`src/rtl/seq_alu_pkg.sv`:
```
// seq_alu_pkg
// Shared types for the sequential ALU: the opcode encoding seen on the
// i_op port and the state encoding of the control FSM.
// No ports; imported with "import seq_alu_pkg::*;".

package seq_alu_pkg;

  // Opcode encoding as presented on i_op.
  typedef enum logic [2:0] {
    OP_ADD = 3'b000,
    OP_SUB = 3'b001,
    OP_AND = 3'b010,
    OP_XOR = 3'b011,
    OP_OR  = 3'b100,
    OP_SHL = 3'b101,
    OP_SHR = 3'b110,
    OP_MUL = 3'b111
  } op_e;

  // Control FSM states. MUL is only ever entered when the multiplier is built.
  typedef enum logic [1:0] {
    IDLE = 2'd0,
    MUL  = 2'd1,
    DONE = 2'd2
  } state_e;

endpackage

```
`src/rtl/seq_alu_mul.sv`:
```
// seq_alu_mul
// Shift-add unsigned multiplier, one partial product per clock, LSB of the
// multiplier first. Only instantiated when SEQ_ALU_MUL_EN is defined.
// Ports:
//   i_clk      rising-edge clock
//   i_rstn     synchronous active-low reset
//   i_start    load operands and begin a WIDTH-cycle multiply
//   i_a, i_b   unsigned operands (sampled on i_start)
//   o_done     high in the final iteration; o_product is complete then
//   o_product  2*WIDTH-bit product including the current partial product

module seq_alu_mul
  import seq_alu_pkg::*;
#(
  parameter int WIDTH = 8
) (
  input  logic               i_clk,
  input  logic               i_rstn,
  input  logic               i_start,
  input  logic [WIDTH-1:0]   i_a,
  input  logic [WIDTH-1:0]   i_b,
  output logic               o_done,
  output logic [2*WIDTH-1:0] o_product
);

  localparam int CW = $clog2(WIDTH);
  localparam logic [CW-1:0] LAST = CW'(WIDTH - 1);

  logic               r_busy;
  logic [CW-1:0]      r_count;
  logic [2*WIDTH-1:0] r_mcand;
  logic [WIDTH-1:0]   r_mplier;
  logic [2*WIDTH-1:0] r_acc;

  logic [2*WIDTH-1:0] w_partial;
  logic [2*WIDTH-1:0] w_nextAcc;

  // The product is exposed including this cycle's partial product so the
  // caller can latch the full result on the same edge the last step retires.
  assign w_partial = r_mplier[0] ? r_mcand : '0;
  assign w_nextAcc = r_acc + w_partial;
  assign o_done    = r_busy && (r_count == LAST);
  assign o_product = w_nextAcc;

  // Iteration datapath: shift the multiplicand up and the multiplier down
  // each cycle, accumulating whenever the multiplier LSB is set.
  always_ff @(posedge i_clk) begin
    if (!i_rstn) begin
      r_busy   <= 1'b0;
      r_count  <= '0;
      r_mcand  <= '0;
      r_mplier <= '0;
      r_acc    <= '0;
    end else if (i_start) begin
      r_busy   <= 1'b1;
      r_count  <= '0;
      r_mcand  <= {{WIDTH{1'b0}}, i_a};
      r_mplier <= i_b;
      r_acc    <= '0;
    end else if (r_busy) begin
      r_acc    <= w_nextAcc;
      r_mcand  <= r_mcand << 1;
      r_mplier <= r_mplier >> 1;
      r_count  <= r_count + CW'(1);
      if (o_done) begin
        r_busy <= 1'b0;
      end
    end
  end

endmodule

```
`src/rtl/seq_alu.sv`:
```
// seq_alu
// Clocked ALU with valid/ready handshakes on both sides. Single-cycle ops
// (ADD, SUB, AND, XOR, OR, SHL, SHR) go straight to DONE; MUL runs through
// the shift-add multiplier for WIDTH cycles when SEQ_ALU_MUL_EN is defined,
// otherwise op=111 is reported as illegal with a zero result.
// Configuration macro: SEQ_ALU_MUL_EN (multiplier built when defined).
// Ports:
//   i_clk, i_rstn         clock, synchronous active-low reset
//   i_in_valid/o_in_ready input handshake (ready only in IDLE, out of reset)
//   i_op, i_a, i_b        opcode and unsigned operands, captured on accept
//   o_out_valid/i_out_ready output handshake
//   o_result              2*WIDTH-bit zero-extended result
//   o_zero, o_ovf, o_illegal  status flags held with the result

module seq_alu
  import seq_alu_pkg::*;
#(
  parameter int WIDTH = 8
) (
  input  logic               i_clk,
  input  logic               i_rstn,
  input  logic               i_in_valid,
  output logic               o_in_ready,
  input  logic [2:0]         i_op,
  input  logic [WIDTH-1:0]   i_a,
  input  logic [WIDTH-1:0]   i_b,
  output logic               o_out_valid,
  input  logic               i_out_ready,
  output logic [2*WIDTH-1:0] o_result,
  output logic               o_zero,
  output logic               o_ovf,
  output logic               o_illegal
);

  localparam int SHW = $clog2(WIDTH);
  localparam int MSB = WIDTH - 1;

`ifdef SEQ_ALU_MUL_EN
  localparam bit MUL_IMPL = 1'b1;
`else
  localparam bit MUL_IMPL = 1'b0;
`endif

  state_e             r_state;
  logic               r_outValid;
  logic [2*WIDTH-1:0] r_result;
  logic               r_zero;
  logic               r_ovf;
  logic               r_illegal;

  logic               w_accept;
  logic [WIDTH:0]     w_sum;
  logic [WIDTH:0]     w_diff;
  logic [SHW-1:0]     w_sh;
  logic [2*WIDTH-1:0] w_aExt;
  logic [2*WIDTH-1:0] w_aluResult;
  logic               w_aluOvf;
  logic               w_aluIllegal;

  // in_ready is gated by reset directly so it drops in the same cycle rstn falls.
  assign o_in_ready  = (r_state == IDLE) && i_rstn;
  assign w_accept    = i_in_valid && o_in_ready;

  assign o_out_valid = r_outValid;
  assign o_result    = r_result;
  assign o_zero      = r_zero;
  assign o_ovf       = r_ovf;
  assign o_illegal   = r_illegal;

  // Extra top bit of the sum is the carry; of the difference it is the borrow.
  assign w_sum  = {1'b0, i_a} + {1'b0, i_b};
  assign w_diff = {1'b0, i_a} - {1'b0, i_b};
  assign w_sh   = i_b[SHW-1:0];
  assign w_aExt = {{WIDTH{1'b0}}, i_a};

  // Single-cycle datapath evaluated on the live inputs; its output is only
  // captured on the accept edge, so later input changes never reach o_result.
  always_comb begin
    w_aluResult  = '0;
    w_aluOvf     = 1'b0;
    w_aluIllegal = 1'b0;
    case (op_e'(i_op))
      OP_ADD: begin
        w_aluResult = {{(WIDTH-1){1'b0}}, w_sum};
        w_aluOvf    = (i_a[MSB] == i_b[MSB]) && (w_sum[MSB] != i_a[MSB]);
      end
      OP_SUB: begin
        w_aluResult = {{(WIDTH-1){1'b0}}, w_diff};
        w_aluOvf    = (i_a[MSB] != i_b[MSB]) && (w_diff[MSB] != i_a[MSB]);
      end
      OP_AND: w_aluResult = {{WIDTH{1'b0}}, i_a & i_b};
      OP_XOR: w_aluResult = {{WIDTH{1'b0}}, i_a ^ i_b};
      OP_OR:  w_aluResult = {{WIDTH{1'b0}}, i_a | i_b};
      OP_SHL: w_aluResult = w_aExt << w_sh;
      OP_SHR: w_aluResult = {{WIDTH{1'b0}}, i_a >> w_sh};
      OP_MUL: w_aluIllegal = ~MUL_IMPL;
    endcase
  end

`ifdef SEQ_ALU_MUL_EN
  logic               w_goMul;
  logic               w_mulStart;
  logic               w_mulDone;
  logic [2*WIDTH-1:0] w_mulProduct;

  assign w_goMul    = (op_e'(i_op) == OP_MUL);
  assign w_mulStart = w_accept && w_goMul;

  seq_alu_mul #(
    .WIDTH(WIDTH)
  ) u_mul (
    .i_clk    (i_clk),
    .i_rstn   (i_rstn),
    .i_start  (w_mulStart),
    .i_a      (i_a),
    .i_b      (i_b),
    .o_done   (w_mulDone),
    .o_product(w_mulProduct)
  );
`endif

  // Control FSM. Result and flags are written only on entry to DONE and are
  // left untouched until the consumer takes them, which gives backpressure
  // stability for free. Requests arriving outside IDLE never see in_ready.
  always_ff @(posedge i_clk) begin
    if (!i_rstn) begin
      r_state    <= IDLE;
      r_outValid <= 1'b0;
      r_result   <= '0;
      r_zero     <= 1'b0;
      r_ovf      <= 1'b0;
      r_illegal  <= 1'b0;
    end else begin
      case (r_state)
        IDLE: begin
          if (w_accept) begin
`ifdef SEQ_ALU_MUL_EN
            if (w_goMul) r_state <= MUL; else
`endif
            begin
              r_state    <= DONE;
              r_outValid <= 1'b1;
              r_result   <= w_aluResult;
              r_zero     <= (w_aluResult == '0);
              r_ovf      <= w_aluOvf;
              r_illegal  <= w_aluIllegal;
            end
          end
        end
`ifdef SEQ_ALU_MUL_EN
        MUL: begin
          if (w_mulDone) begin
            r_state    <= DONE;
            r_outValid <= 1'b1;
            r_result   <= w_mulProduct;
            r_zero     <= (w_mulProduct == '0);
            r_ovf      <= 1'b0;
            r_illegal  <= 1'b0;
          end
        end
`endif
        DONE: begin
          if (i_out_ready) begin
            r_state    <= IDLE;
            r_outValid <= 1'b0;
          end
        end
        default: r_state <= IDLE;
      endcase
    end
  end

endmodule

```
`config.mk`:
```
export PLATFORM = sky130hd
export DESIGN_NAME = seq_alu
export DESIGN_NICKNAME = d
export VERILOG_FILES = /design/src/rtl/seq_alu_pkg.sv /design/src/rtl/seq_alu_mul.sv /design/src/rtl/seq_alu.sv
export SDC_FILE = /design/constraint.sdc
export NUM_CORES = 1
export LEC_CHECK = 0
export BUFFER_PORTS_ARGS = -buffer_cell sky130_fd_sc_hd__buf_4
export CORE_UTILIZATION = 57
export DETAILED_ROUTE_END_ITERATION = 8
export PLACE_DENSITY = 0.82
export SLEW_MARGIN = 40
export SYNTH_ARGS = -nofsm -noshare
export SYNTH_HDL_FRONTEND = slang
export SYNTH_SLANG_ARGS = --single-unit
export TNS_END_PERCENT = 5
```
`constraint.sdc`:
```
create_clock -name i_clk -period 3.6 [get_ports i_clk]
set_input_delay 0.54 -clock i_clk [delete_from_list [all_inputs] [get_ports i_clk]]
set_output_delay 0.54 -clock i_clk [all_outputs]
set_load 0.05 [all_outputs]
```
==> out/metrics.yaml, run 1 <==
die:
  coreArea_um2: 4120
  dieWidth_um: 68.3
  start_util_pct: 60.9
  rows: 23
  dieArea_um2: 4670
  dieHeight_um: 68.3
  ioPinCount: 44
worst_setup_path:
  crit_path_end_kind: "flop"
  arrival_ns: 3.22
  crit_fanout: 23
  start_kind: "input port"
  crit_type: "input port to flop"
  cp.required_ns: 3.81
  r2r_slack_ns: 1.54
timing:
  fmax_mhz: 331
  fin_tns_setup_ns: 0
  rsz0062_at_grt: "false"
  min_period_ns: 3.02
  timing.hold.ws_ns: 0.461
  hold_violations: 0
  slew_headroom_pct: 52.5
  worstMarginPinSlew_ns: 0.704
  drv_slew: 0
  finalSetupViolations: 0
  clock_skew_ns: 0.00207
  period_share_pct: 83.8
clocking:
  cts_hold_buf: 0
  path_clk_slew_ns: 0.07
  cts_sinks: 19
  cts_tree: "built"
  max-clock-path-buffers: 2
  ctsRootBufferMaster: "clkbuf_8"
  postCtsResizedCells: 0
  htreeDepth: 1
  post_cts.repair.setup_buffers: 0
  clk_latency_ns: 0.26
  numCtsBuffers: 3
logic_synthesis:
  syn_area_per_cell_um2: 7.88
  ys_types: 65
  netlist_instances: 318
  mappedNetlistArea_um2: 2510
  synth_async_sr_flop_share_pct: 0
  synthFlopType: "dfxtp_1"
  synthesis.nets: 369
  yosys.area.top_type: "dfxtp_1"
  seq_area_frac_synth_pct: 15.2
  ys_seq_elements: 19
  synth_top_area_share_pct: 15.2
  ys_warn_count: 0
  synthTopCellsByArea: "dfxtp_1 15%, ha_1 13%, mux2i_1 10%"
  synth_edf_count: 0
pwr:
  ir_drop_mv: 0.203
  total_power_mw: 0.752
  p_per_area_nw_per_um2: 267
  power_leakage_nw: 1.27
cells_and_area:
  final_common_cell: "buf_4"
  fin_util_pct: 68.5
  n_antenna_cell: 0
  drive_gt1_share_pct: 18.4
  final_cell_mix: "45 x buf_4, 26 x mux2i_1, 26 x ha_1"
  area_delta_synth_final_pct: 12.5
  fin_nets: 395
global_route:
  antenna_found_initial: 0
  grt_pass1_wl_um: 11000
  grt_pass1_vias: 2223
  grt_overflow: 0
  grt_start_max_net_pins: 24
  grt.total_usage_pct: 31.7
drt:
  routed_wl_um: 6980
  via_per_inst: 6.53
  wl_per_cell_um: 17.8
  drt-initial-drc-count: 211
  dr_total_vias: 2568
  drc_errors: 0
  drt_first_pass_iters: 6
  ant_nets: 0
job:
  drv_cap: 0
outcome:
  outcome: "complete, no violations"
hold_path:
  hold_class: "flop to flop"
placement:
  dpl.hpwl_um: 5520
  port_buffers: 42
  gp_congestion: 0.982
routing by layer:
metal / track usage, % / vias up / part of all wire [%]
met1: 45.5 / 1212 / 46
met2: 48.5 / 116 / 45
li1: - / 1225 / -
met4: 9.11 / 0 / 2.1
met3: 4.50 / 15 / 6.5
met5: 0 / - / 0
metrics by stage:
step                setup slack, ns  instance area [µm²]  cells
finish                        0.582                 2820    393
global route                  0.438                 2820    393
CTS                           0.615                 2820    393
detailed placement            0.355                 2770    389
global placement              0.437                 2770    389
floorplan                     0.657                 2510    318
where the power goes:
group / switching [mW] / leakage, nW / internal [mW]
Sequential: 0.00670 / 0.155 / 0.222
Clock: 0.0723 / 0.0228 / 0.0789
Combinational: 0.235 / 1.09 / 0.138
synthesized netlist by cell type, drive strengths merged, types with 9 or more instances:
| cell type | number |
|---|---|
| dfxtp | 19 |
| nand3 | 11 |
| o22ai | 9 |
| nor2 | 18 |
| ha | 26 |
| mux2i | 26 |
| nand2 | 24 |
| inv | 24 |
| a22o | 9 |
| o21ai | 13 |
| buf | 18 |
| a21oi | 19 |
critical path, cell delays in order:
cell       delay (ns)
buf_4            0.26
ha_1             0.26
inv_1            0.07
fa_1             0.42
nand2b_1         0.22
a2111oi_4        0.39
nor2_2           0.09
a22o_1           0.24
mux2_4           0.27
nor4_2           0.27
a32o_2           0.19
layout make-up:
type / count / area (µm²)
Tap cell: 50 / 62.6
Inverter: 25 / 93.8
Fill cell: 355 / 1300
Multi-Input combinational cell: 250 / 1900
Timing Repair Buffer: 45 / 338
Sequential cell: 19 / 380
Clock buffer: 4 / 45.0
cell families (layout without fill, tap and decap cells):
| group | count (synthesis) | after routing | synth area share [%] |
|---|---|---|---|
| fa+ha+maj | 28 | 28 | 14.6 |
| buf+inv | 49 | 74 | 9.04 |
| flops | 19 | 19 | 15.2 |
| xor+xnor | 4 | 4 | 1.40 |
| simple gates | 92 | 92 | 19.6 |
| other cells | 1 | 1 | 0.150 |
| mux | 29 | 29 | 12.3 |
| compound gates | 96 | 96 | 27.7 |
sequential cells by signal (all words and copies together) (netlist names):
register and flops:
o_out_valid 1, o_zero 1, o_ovf 1, o_illegal 1, o_result 15
path summary, 6_finish.rpt:
| check | endpoint | depth (start not counted) | start |
|---|---|---|---|
| setup / recovery | o_zero$_SDFFE_PN0P_ | 11 | i_b[0] |
| hold reg to reg | o_illegal$_SDFFE_PN0P_ | 2 | o_illegal$_SDFFE_PN0P_ |
| setup reg to reg | o_zero$_SDFFE_PN0P_ | 7 | o_out_valid$_SDFFE_PN0P_ |
| hold / removal | o_illegal$_SDFFE_PN0P_ | 2 | o_illegal$_SDFFE_PN0P_ |
Note: power is estimated with default switching activity, not from simulation.
==> run 2, diff against run 1 <==
clock period = 3 ns   (was 3.6 ns; I/O delays follow)
==> out/metrics.yaml, run 2 (same netlist as run 1, synthesis figures left out) <==
timing:
  fin_tns_setup_ns: 0  # unchanged
  min_period_ns: 2.68
  worstMarginPinSlew_ns: 0.663  # -0.0410 ns
  timing.hold.ws_ns: 0.434  # -0.0277 ns
  drv_slew: 0  # unchanged
  rsz0062_at_grt: "false"
  slew_headroom_pct: 55.6  # +3.1 points
  period_share_pct: 89.4
  clock_skew_ns: 0.00266  # +0.000591 ns
  hold_violations: 0  # unchanged
  fmax_mhz: 373
  finalSetupViolations: 0  # unchanged
drt:
  route.met3.wl_um: 651  # +44%
  drt-initial-drc-count: 351  # +66%
  routed.top_layer: "met4"
  routed_wl_um: 6820  # -2.3%
  wl_met1_um: 2950  # -9.1%
  wl_per_cell_um: 17.1  # -4.0%
  drt_first_pass_iters: 5  # -1
  dr_total_vias: 2571  # +0.12%
  via_per_inst: 6.43  # -1.6%
  met2RoutedLength_um: 3140  # about the same
  drc_errors: 0  # unchanged
  ant_nets: 0  # unchanged
clocking:
  cts_tree: "built"
  numCtsBuffers: 3  # unchanged
  cts_sinks: 19  # unchanged
  path_clk_slew_ns: 0.07  # about the same
  cts_hold_buf: 0  # unchanged
  htreeDepth: 1  # unchanged
  max-clock-path-buffers: 2  # unchanged
  postCtsResizedCells: 0  # unchanged
  clk_latency_ns: 0.25  # about the same
  post_cts.repair.setup_buffers: 0  # unchanged
  ctsRootBufferMaster: "clkbuf_8"
worst_setup_path:
  crit_fanout: 5  # -78%
  cpPeakStageDelay_ns: 0.42  # about the same
  cp_cell_sequence: "buf_4 > ha_1 > inv_1 > fa_1 > nand2b_1 > a2111oi_4 > nor2_2 > a22o_1 > mux2_4 > or2_1 > a22o_1"
  crit_path_end_kind: "flop"
  crit_buf_inv: 2  # unchanged
  cp.required_ns: 3.14  # -0.67 ns
  slowest_stage: "fa_1"
  crit_type: "input port to flop"
  reg2regPathDepth: 7  # unchanged
  arrival_ns: 2.83  # -0.39 ns
  crit_top_cell: "a22o_1"
  start_kind: "input port"
  worstSetupPathDepth: 11  # unchanged
  critPathTopFamily: "compound AO/OA/AOI/OAI gates"
global_route:
  grt.total_usage_pct: 29.5  # -2.2 points
  grt_start_max_net_pins: 23  # -4.2%
  grt_overflow: 0  # unchanged
  grt_pass1_vias: 2221  # -0.090%
  grt_pass1_wl_um: 10300  # -7.1%
  antenna_found_initial: 0  # unchanged
placement:
  gp_congestion: 0.995  # +1.3%
  port_buffers: 42  # unchanged
  dpl.hpwl_um: 5300  # -3.8%
pwr:
  combPwrFrac_pct: 50.5  # +1.0 points
  pwr-share-clk_pct: 19.2  # -0.9 points
  power_leakage_nw: 1.30  # +2.6%
  p_seq_share_pct: 30.3  # about the same
  total_power_mw: 0.905  # +20%
  cell_internal_pwr_mw: 0.535  # +22%
  ir_drop_mv: 0.316  # +56%
  p_sw_share_pct: 40.8  # -0.86 points
  netSwitchingPower_mw: 0.369  # +18%
  p_per_area_nw_per_um2: 315  # +18%
hold_path:
  hold_class: "input port to flop"
  whs_path_depth: 2  # unchanged
job:
  drv_cap: 0  # unchanged
cells_and_area:
  largest_register_ffs: 15  # unchanged
  final_cell_mix: "52 x buf_4, 26 x mux2i_1, 26 x ha_1"
  n_antenna_cell: 0  # unchanged
  fin_nets: 402  # +1.8%
  drive_gt1_share_pct: 20.0  # +1.6 points
  fin_util_pct: 69.8  # +1.3 points
  area_delta_synth_final_pct: 14.6
  final_common_cell: "buf_4"
die:
  ioPinCount: 44  # unchanged
  rows: 23  # unchanged
  start_util_pct: 60.9  # unchanged
  dieHeight_um: 68.3  # unchanged
  coreArea_um2: 4120  # unchanged
  dieWidth_um: 68.3  # unchanged
  dieArea_um2: 4670  # unchanged
outcome:
  outcome: "complete, no violations"
-- run 2: cell types whose count changed in the layout (fill, tap and decap cells not counted) --
cell,before,now
buf_4,45,52
-- run 2: per-layer routing --
layer  vias up  GRT usage (%)
met5         -              0
met4         0           4.95
met3        14           4.83
met2       140           47.4
met1      1180           41.5
li1       1237              -
-- run 2: worst paths after layout --
path | slack [ns] | end | start
max | 0.32 | o_result[6]$_SDFFE_PN0P_ | i_a[0]
min | 0.43 | o_out_valid$_SDFFE_PN0P_ | i_in_valid
max reg2reg | 1.18 | o_zero$_SDFFE_PN0P_ | o_out_valid$_SDFFE_PN0P_
min reg2reg | 0.46 | o_illegal$_SDFFE_PN0P_ | o_illegal$_SDFFE_PN0P_
-- run 2: layout make-up --
cell class	count	area, µm²
multi-input combinational	250	1900
fill	345	1240
timing repair buffer	52	390
sequential	19	380
inverter	25	93.8
tap	50	62.6
clock buffer	4	45.0
-- run 2: through the flow --
step,worst slack (ns),instance area (µm²),std cells
detailed placement,0.0691,2830,396
global route,0.203,2870,400
floorplan,0.147,2510,318
finish,0.319,2870,400
global placement,0.138,2830,396
CTS,0.329,2870,400
-- run 2: power groups by stage --
stage                     clock network, mW  logic, mW  registers, mW
after global placement                    0      0.440          0.279
after detailed placement                  0      0.447          0.280
after CTS                             0.174      0.450          0.274
after floorplan                           0      0.275          0.328
final                                 0.173      0.457          0.274
after global routing                  0.185      0.491          0.276
==> run 3, diff against run 2 <==
CORE_ASPECT_RATIO = 1.75   (was not set)
CORE_UTILIZATION = 45   (was 57)
PLACE_DENSITY = 0.67   (was 0.82)
==> out/metrics.yaml, run 3 (same netlist as run 1, synthesis figures left out) <==
outcome:
  outcome: "complete, no violations"
pwr:
  cell_internal_pwr_mw: 0.535  # -0.11%
  p_per_area_nw_per_um2: 311  # -1.3%
  p_sw_share_pct: 40.7  # -0.067 points
  power_leakage_nw: 1.30  # unchanged
  pwr-share-clk_pct: 18.9  # -0.3 points
  netSwitchingPower_mw: 0.368  # -0.39%
  ir_drop_mv: 0.127  # -60%
  p_seq_share_pct: 30.3  # about the same
  combPwrFrac_pct: 50.8  # +0.3 points
placement:
  port_buffers: 42  # unchanged
  dpl_cell_area_um2: 2860  # +1.1%
  dpl.hpwl_um: 5870  # +11%
  gp_congestion: 0.969  # -2.6%
die:
  rows: 35  # +52%
  dieHeight_um: 101  # +47%
  dieArea_um2: 5880  # +26%
  start_util_pct: 47.3  # -14 points
  coreArea_um2: 5300  # +29%
  dieWidth_um: 58.4  # -14%
  ioPinCount: 44  # unchanged
timing:
  hold_violations: 0  # unchanged
  slew_headroom_pct: 53.0  # -2.6 points
  clock_skew_ns: 0.00324  # +0.000589 ns
  worstMarginPinSlew_ns: 0.702  # +0.0395 ns
  fin_tns_setup_ns: 0  # unchanged
  min_period_ns: 2.67  # -0.0116 ns
  rsz0062_at_grt: "false"
  timing.hold.ws_ns: 0.426  # -0.00790 ns
  drv_slew: 0  # unchanged
  finalSetupViolations: 0  # unchanged
  fmax_mhz: 375  # +0.43%
  period_share_pct: 89.0  # -0.39 points
cells_and_area:
  fin_nets: 402  # unchanged
  area_delta_synth_final_pct: 15.8
  final_common_cell: "buf_4"
  multi_input_area_um2: 1900  # unchanged
  final_cell_mix: "52 x buf_4, 26 x mux2i_1, 26 x ha_1"
  final_area_um2: 2900  # +1.0%
  n_antenna_cell: 0  # unchanged
  fill_cells: 532  # +54%
  largest_register_ffs: 15  # unchanged
  seqCellArea_um2: 380  # unchanged
  drive_gt1_share_pct: 20.0  # unchanged
global_route:
  grt_pass1_wl_um: 11600  # +13%
  antenna_found_initial: 0  # unchanged
  grt_pass1_vias: 2460  # +11%
  grt_start_max_net_pins: 23  # unchanged
  grt.total_usage_pct: 25.5  # -4.0 points
  grt_overflow: 0  # unchanged
clocking:
  postCtsResizedCells: 0  # unchanged
  htreeDepth: 1  # unchanged
  path_clk_slew_ns: 0.07  # about the same
  cts_sinks: 19  # unchanged
  cts_hold_buf: 0  # unchanged
  post_cts.repair.setup_buffers: 0  # unchanged
  max-clock-path-buffers: 2  # unchanged
  ctsRootBufferMaster: "clkbuf_8"
  clk_latency_ns: 0.25  # about the same
  numCtsBuffers: 3  # unchanged
  cts_tree: "built"
worst_setup_path:
  arrival_ns: 2.82  # about the same
  cp.required_ns: 3.15  # about the same
  crit_fanout: 5  # unchanged
  crit_type: "input port to flop"
  crit_path_end_kind: "flop"
  start_kind: "input port"
drt:
  drt-initial-drc-count: 107  # -70%
  via_per_inst: 5.92  # -7.9%
  routed_wl_um: 7300  # +6.9%
  drc_errors: 0  # unchanged
  drt_first_pass_iters: 4  # -1
  dr_total_vias: 2509  # -2.4%
  ant_nets: 0  # unchanged
  wl_per_cell_um: 17.2  # +0.88%
hold_path:
  hold_class: "input port to flop"
job:
  drv_cap: 0  # unchanged
-- run 3: critical path, stage by stage --
cell and delay [ns]:
buf_4 0.13, inv_1 0.08, ha_1 0.20, inv_1 0.07, fa_1 0.39, nor3b_1 0.16
nor3_1 0.29, o31ai_1 0.15, or4_1 0.41, nand4_1 0.17, nor4_2 0.07, a32o_2 0.25
-- run 3: layout make-up --
cell class                 count  area share (%)
inverter                      25            3.23
tap                           74            3.19
multi-input combinational    250            65.5
sequential                    19            13.1
clock buffer                   4            1.55
timing repair buffer          52            13.5
-- run 3: routing by layer --
| metal | global-route usage, % | routed length, µm | vias to the layer above |
|---|---|---|---|
| met2 | 47.0 | 3850 | 77 |
| met3 | 1.54 | 204 | 22 |
| met5 | 0 | 0 | - |
| met4 | 15.0 | 368 | 0 |
| li1 | - | - | 1238 |
| met1 | 27.7 | 2870 | 1172 |
-- run 3: per-stage QoR --
step | utilization, % | std cells | worst slack [ns] | power [mW]
after floorplan | - | 318 | 0.147 | 0.602
after global placement | 53.9 | 420 | 0.121 | 0.727
after detailed placement | 53.9 | 420 | 0.0936 | 0.731
after CTS | 54.8 | 424 | 0.337 | 0.901
after global routing | 54.8 | 424 | 0.165 | 0.955
final | 54.8 | 424 | 0.331 | 0.903
-- run 3: path summary, 6_finish.rpt --
kind / cells after the start / end / slack (ns) / from
max: 12 / o_zero$_SDFFE_PN0P_ / 0.33 / i_a[0]
min: 2 / o_out_valid$_SDFFE_PN0P_ / 0.43 / i_in_valid
max reg2reg: 7 / o_zero$_SDFFE_PN0P_ / 1.25 / o_out_valid$_SDFFE_PN0P_
min reg2reg: 2 / o_result[10]$_SDFFE_PN0P_ / 0.45 / o_result[10]$_SDFFE_PN0P_
-- run 3: power by group through the flow --
stage | sequential, mW | clock, mW | combinational [mW]
global route | 0.275 | 0.184 | 0.495
detailed placement | 0.279 | 0 | 0.452
floorplan | 0.328 | 0 | 0.275
CTS | 0.274 | 0.174 | 0.453
global placement | 0.279 | 0 | 0.448
finish | 0.274 | 0.171 | 0.458
